===== src/rtl/pong_match_controller.sv =====
// Match sequencer for pong: serve delay, rally, point award, win detection and
// game-over hold, paced by frame ticks taken from the rising edge of VSync.
module pong_match_controller #(
  parameter int c_GAME_WINDOW_WIDTH  = 40,
  parameter int c_PADDLE_HEIGHT      = 6,
  parameter int c_SCORE_LIMIT        = 9,
  parameter int c_SERVE_DELAY_FRAMES = 60,
  parameter int c_POINT_HOLD_FRAMES  = 30
) (
  input  logic       i_Clk,
  input  logic       i_Rst_L,
  input  logic       i_VSync,
  input  logic       i_StartGame,
  input  logic [5:0] i_Ball_X_Pos,
  input  logic [5:0] i_Ball_Y_Pos,
  input  logic [5:0] i_Paddle1_Y_Pos,
  input  logic [5:0] i_Paddle2_Y_Pos,
  output logic       o_GameRunning,
  output logic       o_BallReset,
  output logic       o_ServeDir,
  output logic [3:0] o_P1_ScoreCount,
  output logic [3:0] o_P2_ScoreCount,
  output logic       o_GameOver,
  output logic [1:0] o_Winner,
  output logic       o_FlashOn,
  output logic [2:0] o_State
);

  localparam logic [2:0] IDLE      = 3'd0;
  localparam logic [2:0] SERVE     = 3'd1;
  localparam logic [2:0] RUNNING   = 3'd2;
  localparam logic [2:0] POINT     = 3'd3;
  localparam logic [2:0] GAME_OVER = 3'd4;

  localparam logic [5:0] c_RIGHT_COL  = 6'(c_GAME_WINDOW_WIDTH - 1);
  localparam logic [6:0] c_PAD_H      = 7'(c_PADDLE_HEIGHT);
  localparam logic [3:0] c_LIMIT      = 4'(c_SCORE_LIMIT);
  localparam logic [7:0] c_SERVE_LAST = 8'(c_SERVE_DELAY_FRAMES - 1);
  localparam logic [7:0] c_HOLD_LAST  = 8'(c_POINT_HOLD_FRAMES - 1);

  logic [2:0] r_State;
  logic       r_VSync_Prev;
  logic       r_Start_Prev;
  logic [7:0] r_FrameCnt;
  logic [3:0] r_P1_Score;
  logic [3:0] r_P2_Score;
  logic       r_ServeDir;
  logic [1:0] r_Winner;

  logic       w_Tick;
  logic       w_Start_Rise;
  logic [6:0] w_Ball_Y;
  logic [6:0] w_P1_Top;
  logic [6:0] w_P2_Top;
  logic       w_P1_Hit;
  logic       w_P2_Hit;
  logic       w_P2_Scores;
  logic       w_P1_Scores;

  assign w_Tick       = i_VSync & ~r_VSync_Prev;
  assign w_Start_Rise = i_StartGame & ~r_Start_Prev;

  // Hit windows are widened to 7 bits so a paddle near the bottom cannot wrap
  assign w_Ball_Y = {1'b0, i_Ball_Y_Pos};
  assign w_P1_Top = {1'b0, i_Paddle1_Y_Pos};
  assign w_P2_Top = {1'b0, i_Paddle2_Y_Pos};
  assign w_P1_Hit = (w_Ball_Y >= w_P1_Top) && (w_Ball_Y < (w_P1_Top + c_PAD_H));
  assign w_P2_Hit = (w_Ball_Y >= w_P2_Top) && (w_Ball_Y < (w_P2_Top + c_PAD_H));

  assign w_P2_Scores = (i_Ball_X_Pos == 6'd0) && !w_P1_Hit;
  assign w_P1_Scores = (i_Ball_X_Pos == c_RIGHT_COL) && !w_P2_Hit;

  always_ff @(posedge i_Clk) begin
    if (!i_Rst_L) begin
      r_State      <= IDLE;
      r_VSync_Prev <= 1'b0;
      r_Start_Prev <= 1'b0;
      r_FrameCnt   <= 8'd0;
      r_P1_Score   <= 4'd0;
      r_P2_Score   <= 4'd0;
      r_ServeDir   <= 1'b1;
      r_Winner     <= 2'b00;
    end else begin
      r_VSync_Prev <= i_VSync;
      r_Start_Prev <= i_StartGame;
      case (r_State)
        IDLE: begin
          if (i_StartGame) begin
            r_State    <= SERVE;
            r_FrameCnt <= 8'd0;
          end
        end
        SERVE: begin
          if (w_Tick) begin
            if (r_FrameCnt == c_SERVE_LAST) begin
              r_State    <= RUNNING;
              r_FrameCnt <= 8'd0;
            end else begin
              r_FrameCnt <= r_FrameCnt + 8'd1;
            end
          end
        end
        RUNNING: begin
          // A miss on the left wins priority should both ever coincide
          if (w_P2_Scores) begin
            if (r_P2_Score < c_LIMIT) r_P2_Score <= r_P2_Score + 4'd1;
            r_ServeDir <= 1'b0;
            r_State    <= POINT;
            r_FrameCnt <= 8'd0;
          end else if (w_P1_Scores) begin
            if (r_P1_Score < c_LIMIT) r_P1_Score <= r_P1_Score + 4'd1;
            r_ServeDir <= 1'b1;
            r_State    <= POINT;
            r_FrameCnt <= 8'd0;
          end
        end
        POINT: begin
          if (w_Tick) begin
            if (r_FrameCnt == c_HOLD_LAST) begin
              r_FrameCnt <= 8'd0;
              if (r_P1_Score == c_LIMIT) begin
                r_Winner <= 2'b01;
                r_State  <= GAME_OVER;
              end else if (r_P2_Score == c_LIMIT) begin
                r_Winner <= 2'b10;
                r_State  <= GAME_OVER;
              end else begin
                r_State <= SERVE;
              end
            end else begin
              r_FrameCnt <= r_FrameCnt + 8'd1;
            end
          end
        end
        GAME_OVER: begin
          // Only a fresh press restarts; a level left high from the last match is ignored
          if (w_Start_Rise) begin
            r_P1_Score <= 4'd0;
            r_P2_Score <= 4'd0;
            r_Winner   <= 2'b00;
            r_ServeDir <= 1'b1;
            r_State    <= SERVE;
            r_FrameCnt <= 8'd0;
          end else if (w_Tick) begin
            r_FrameCnt <= r_FrameCnt + 8'd1;
          end
        end
        default: begin
          r_State    <= IDLE;
          r_FrameCnt <= 8'd0;
        end
      endcase
    end
  end

  assign o_State         = r_State;
  assign o_GameRunning   = (r_State == RUNNING);
  assign o_BallReset     = (r_State != RUNNING);
  assign o_GameOver      = (r_State == GAME_OVER);
  assign o_ServeDir      = r_ServeDir;
  assign o_P1_ScoreCount = r_P1_Score;
  assign o_P2_ScoreCount = r_P2_Score;
  assign o_Winner        = r_Winner;
  assign o_FlashOn       = (r_State == POINT)     ? r_FrameCnt[2] :
                           (r_State == GAME_OVER) ? r_FrameCnt[3] : 1'b0;

endmodule


===== config.mk =====
export PLATFORM = sky130hd
export DESIGN_NAME = pong_match_controller
export DESIGN_NICKNAME = d
export VERILOG_FILES = /design/src/rtl/pong_match_controller.sv
export SDC_FILE = /design/constraint.sdc
export NUM_CORES = 1
export LEC_CHECK = 0
export CAP_MARGIN = 20
export CORE_MARGIN = 8
export CORE_UTILIZATION = 50
export DETAILED_ROUTE_END_ITERATION = 8
export GPL_TIMING_DRIVEN = 0
export PLACE_DENSITY_LB_ADDON = 0.1
export SLEW_MARGIN = 20
export SYNTH_ARGS = -nofsm -noshare
export SYNTH_HDL_FRONTEND = slang
export SYNTH_SLANG_ARGS = --single-unit

===== constraint.sdc =====
create_clock -name i_Clk -period 4.4 [get_ports i_Clk]
set_input_delay 0.66 -clock i_Clk [delete_from_list [all_inputs] [get_ports i_Clk]]
set_output_delay 0.66 -clock i_Clk [all_outputs]
set_load 0.03 [all_outputs]

## Yosys cells after proc, flatten, opt, wreduce, memory -nomap -nowiden

Cells that the tools add are included.

- Add/subtract/negate cells: 5
- $lt $le $gt $ge: 6
- Equal/unequal tests: 24
- Mux-type cells: 41
- Bitwise gates (word level): 4
- Reductions and logical operators: 16

Operator list:

| cell | count |
|---|---|
| 2-to-1 mux 8 bit | 9 |
| case mux 8 bit (5 select lines) | 1 |
| 2-to-1 mux 3 bit | 10 |
| 2-to-1 mux 4 bit | 6 |
| case mux 4 bit (2 select lines) | 2 |
| case mux 3 bit (5 select lines) | 1 |
| AND reduction 5 bit | 3 |
| adder 6 x 3 -> 7 bit, second input constant | 2 |
| less-than comparator 6 x 7 -> 1 bit | 2 |
| >= comparator 6 bit | 2 |
| inequality test 2 bit, second input constant | 6 |
| 2-to-1 mux 2 bit | 5 |
| inequality test 2 x 1 -> 1 bit, second input constant | 5 |
| adder 4 x 1 -> 4 bit, second input constant | 2 |
| adder 8 x 1 -> 8 bit, second input constant | 1 |
| == test 4 bit, second input constant | 2 |
| == test 8 x 5 -> 1 bit, second input constant | 1 |
| == test 8 x 6 -> 1 bit, second input constant | 1 |
| less-than comparator 4 bit, second input constant | 2 |
| AND reduction 7 bit | 1 |
| == test 3 x 2 -> 1 bit, second input constant | 2 |
| == test 6 bit, second input constant | 1 |
| logical NOT 6 bit | 1 |
| inequality test 3 x 1 -> 1 bit, second input constant | 2 |
| 15 further kinds | 26 |

- Register bits: 24
- Input bits: 28
- Output and inout port bits: 18
- Logic and storage cells: 104

## Longest topological paths before layout

- Depth in word-level cells: 8
- Gate-level depth with buffers: 11
- Mapped depth without buffers: 11

## Worst setup path before layout

Ideal clock, no wire load.

- Kind: input port to flip-flop
- Start point: input i_Paddle2_Y_Pos[1]
- End point: register r_P1_Score[2] (netlist: o_P1_ScoreCount[2])
- Setup time: 0.120 ns
- Arrival: 2.625 ns
- Data required time: 4.280 ns
- Slack: 1.656 ns
- Cell stages on the path: 9
- Path buffers: 0
- Cells stage by stage: inv_1 -> ha_1 -> ha_1 -> or3b_1 -> a21o_1 -> a221oi_2 -> o211a_1 -> a21oi_1 -> a211o_1

- Word-level cells in the longest chain between the ends: 7
- Elaborated cells between the ends (all ways): 8
- Those cells by class: 1 x add/sub; 2 x order compare; 1 x eq/ne; 4 x reduce/logical

Ends and longest elaborated chain:

| element | line | RTL |
|---|---|---|
| start: declaration | 17 | `input logic [5:0] i_Paddle2_Y_Pos,` |
| adder 6 x 3 -> 7 bit | 68 | `assign w_P2_Hit = (w_Ball_Y >= w_P2_Top) && (w_Ball_Y < (w_P2_Top + c_PAD_H));` |
| less-than comparator 6 x 7 -> 1 bit | 68 |  |
| logical AND 1 bit (*) | 68 |  |
| logical NOT 1 bit (*) | 71 | `assign w_P1_Scores = (i_Ball_X_Pos == c_RIGHT_COL) && !w_P2_Hit;` |
| logical AND 1 bit (*) | 71 |  |
| inequality test 2 x 1 -> 1 bit (no line) (*) | - |  |
| AND reduction 5 bit (no line) (*) | - |  |
| end signal: assignment | 111 | `if (r_P1_Score < c_LIMIT) r_P1_Score <= r_P1_Score + 4'd1;` |
| end: declaration | 45 | `logic [3:0] r_P1_Score;` |

Mark *: on every way between the ends. The rest lies on a longest branch, timed or not.
A chain may end at the register's enable or synchronous reset.

## Final worst setup path

- Start point: input i_Paddle2_Y_Pos[1]
- End point: register r_FrameCnt[1]

- Word-level cells in the longest chain between the ends: 7
- Elaborated cells between the ends (all ways): 8
- Those cells by class: 1 x add/sub; 2 x order compare; 1 x eq/ne; 4 x reduce/logical

Ends and longest elaborated chain:

| element | line | RTL |
|---|---|---|
| adder 6 x 3 -> 7 bit | 68 |  |
| less-than comparator 6 x 7 -> 1 bit | 68 |  |
| logical AND 1 bit (*) | 68 |  |
| logical NOT 1 bit (*) | 71 |  |
| logical AND 1 bit (*) | 71 |  |
| inequality test 3 x 1 -> 1 bit (no line) (*) | - |  |
| AND reduction 5 bit (no line) (*) | - |  |
| end signal: assignment | 99 | `r_FrameCnt <= r_FrameCnt + 8'd1;` |
| end signal: assignment | 131 | `r_FrameCnt <= r_FrameCnt + 8'd1;` |
| end signal: assignment | 145 | `r_FrameCnt <= r_FrameCnt + 8'd1;` |
| end: declaration | 44 | `logic [7:0] r_FrameCnt;` |

Marks and branches as above.

==> run_results.csv <==
group,metric,value,unit
synthesis,synth_nets,324,
die,ioPinCount,46,
timing,maxSlewViolCount,0,
timing,hold_viol_final,0,
synthesis,synth_area_leaders,"dfxtp_1, ha_1, nand2_1",
power,vdd_drop_max,0.246,mV
grt,first_global_vias,2034,
layout,n_antenna_cell,0,
layout,drive_gt1_frac,0.0577,
cts,cts_resized,0,
power,leakage,1.16,nW
worst_setup_path,worst_path_largest_cell_delay,0.50,ns
synthesis,ys.flop_type,"dfxtp_1",
die,dieArea,6610,sq um
timing,skew,0.00242,ns
cts,clockBufferDepth,2,
power,powerDensity,273,nW/um^2
synthesis,ys_warn_count,0,
timing,grt_setup_unrepaired,"no",
synthesis,synthArstFlopShare,0,
grt,overflow,0,
worst_hold_path,min_from,"r_FrameCnt[7]",
detailed_routing,drc,0,
synthesis,syn_inst,264,
synthesis,synth_area_leader_cell,"dfxtp_1",
synthesis,syn_area_per_cell,8.08,sq um
detailed_routing,ant_nets,0,
worst_setup_path,worst_setup_path_start_kind,"primary input",
die,die-height,81.3,um
layout,syn_to_final_growth,26.9,%
synthesis,syn_area,2130,sq um
synthesis,synth_edf_count,0,
grt,track_usage,0.170,
timing,layout_setup_ws,1.12,ns
grt,antenna_found_initial,0,
timing,finalSetupViolCount,0,
timing,max-slew-margin-rel,0.501,
timing,min_period_over_period,0.745,
cts,post_cts_buffers,0,
synthesis,netlist-cell-type-count,56,
cts,numCtsBuffers,3,
cts,cts_max_level,1,
detailed_routing,drt-wirelength-per-cell,15.0,um
cts,path_clk_slew,0.09,ns
timing,setup_tns,0,ns
layout,final_area,2710,sq um
cts,cts_root_buf,"clkbuf_8",
worst_setup_path,critPathRequiredTime,4.61,ns
placed_design,port-buffer-count,44,
cts,cts_tree,"built",
die,rows,23,
worst_setup_path,startpoint,"i_Paddle2_Y_Pos[1]",
placed_design,place_ws,0.849,ns
timing,whs,0.497,ns
detailed_routing,drt_pass1_iterations,4,
layout,fin_cells,362,
timing,layout_min_cycle_time,3.28,ns
placed_design,dp_cells,358,
timing,max_freq,305,MHz
synthesis,synth_seq_cells,24,
die,die_x,81.3,um
grt,grt_max_degree,15,
worst_setup_path,crit_fanout,8,
synthesis,synth_top_cell_area_share,0.225,
synthesis,synth-seq-area-share,0.225,
worst_setup_path,crit_top_cell,"ha_1",
detailed_routing,drt_iter0_markers,122,
placed_design,dpl.hpwl,4280,um
layout,nNetsFinal,373,
cts,clock_sinks,24,
detailed_routing,vias,2091,
cts,clock_latency,0.27,ns
placed_design,dpl-instance-area,2640,sq um
worst_setup_path,path_class,"primary input to flip-flop",
cts,cts_hold_buf,0,
worst_hold_path,hold_path.class,"flip-flop to flip-flop",
worst_setup_path,critPathArrivalTime,3.48,ns
detailed_routing,wl,5440,um
worst_setup_path,r2r_start,"o_State[2]",
die,core,4060,sq um
outcome,status,"finished, final reports clean",
die,start_util,0.525,
run,cap_violations,0,
grt,grt_pass1_wl,9200,um
worst_setup_path,path_cells,"clkdlybuf4s50_1 -> inv_1 -> ha_1 -> ha_1 -> or3b_1 -> a21o_1 -> a221oi_2 -> nor3_1 -> a21oi_2 -> mux2i_1",
timing,worst_slew_pin_slew,0.748,ns
detailed_routing,viasPerCell,5.78,
placed_design,gp_congestion,0.805,
worst_setup_path,end_kind,"flip-flop",
worst_setup_path,crit_slowest_cell,"clkdlybuf4s50_1",
==> synthesized netlist by cell type (3+ instances only) <==
library cell,number
a21o_1,5
nand2b_1,6
ha_1,32
a21oi_1,14
clkbuf_1,5
nand3_1,8
and3_1,4
o21a_1,3
nand2_1,23
nand3b_1,3
or3_1,3
nor4_1,6
a31oi_1,6
nor2b_1,6
o21ai_0,11
and2_1,3
nor3_1,7
dfxtp_1,24
mux2i_1,4
and3b_1,3
nor2_1,13
inv_1,19
o21ai_1,7
xnor2_1,4
==> final timing paths <==
check,slack [ns],depth (start not counted),end
setup / recovery,1.12,10,r_FrameCnt[1]
hold / removal,0.50,2,r_FrameCnt[7]
setup reg to reg,2.30,6,r_FrameCnt[5]
hold reg to reg,0.50,2,r_FrameCnt[7]
==> registers in the layout (all words and copies together), names as in the netlist <==
register	count
o_P2_ScoreCount	4
o_State	3
r_Start_Prev	1
r_FrameCnt	8
o_ServeDir	1
o_Winner	2
r_VSync_Prev	1
o_P1_ScoreCount	4
==> area by class of cell <==
cell class                      instances  area, sq um
Buffer                                  8         40.0
Clock inverter                          1         30.0
Clock buffer                            3         41.3
Fill cell                             365         1350
Timing Repair Buffer                   44          440
Sequential cell                        24          480
Tap cell                               50         62.6
Inverter                               21         78.8
Multi-Input combinational cell        211         1530
==> cell families (layout without fill, tap and decap cells) <==
family | after synthesis | after routing | share of synthesized area
buf+inv | 29 | 77 | 0.0558
flops | 24 | 24 | 0.225
xor+xnor | 6 | 6 | 0.0246
compound gates | 74 | 74 | 0.241
fa+ha+maj | 32 | 32 | 0.188
simple gates | 94 | 94 | 0.242
mux | 5 | 5 | 0.0241
==> worst max-delay path, delay by kind of cell <==
family          cells  cell delay [ns]
fa+ha+maj           2             0.59
buf+inv             2             0.58
mux                 1             0.22
simple gates        2             0.51
compound gates      3             0.92
==> routing by layer <==
layer,vias to the layer above,part of all wire,global-route usage
met2,54,0.46,0.288
met3,5,0.051,0.0397
met1,968,0.48,0.211
met4,0,0.011,0.0393
met5,-,0,0
li1,1064,-,-
==> layout by cell type (no fill, tap or decap), types with 3 or more instances in the layout <==
master / n
clkdlybuf4s50_1: 44
ha_1: 32
dfxtp_1: 24
nand2_1: 23
inv_1: 19
a21oi_1: 14
nor2_1: 13
o21ai_0: 11
nand3_1: 8
nor3_1: 7
o21ai_1: 7
nand2b_1: 6
nor2b_1: 6
a31oi_1: 6
nor4_1: 6
clkbuf_1: 5
a21o_1: 5
xnor2_1: 4
and3_1: 4
mux2i_1: 4
and3b_1: 3
and2_1: 3
o21a_1: 3
or3_1: 3
nand3b_1: 3
clkbuf_8: 3
==> metrics by stage <==
step / util / power [mW]
finish: 0.667 / 0.738
global route: 0.667 / 0.786
CTS: 0.667 / 0.743
detailed placement: 0.649 / 0.543
global placement: 0.649 / 0.540
floorplan: - / 0.445
==> power by group <==
group | switching (mW) | internal, mW
registers | 0.0102 | 0.228
clock network | 0.0744 | 0.122
logic | 0.176 | 0.129
Note: power is estimated with default switching activity, not from simulation.
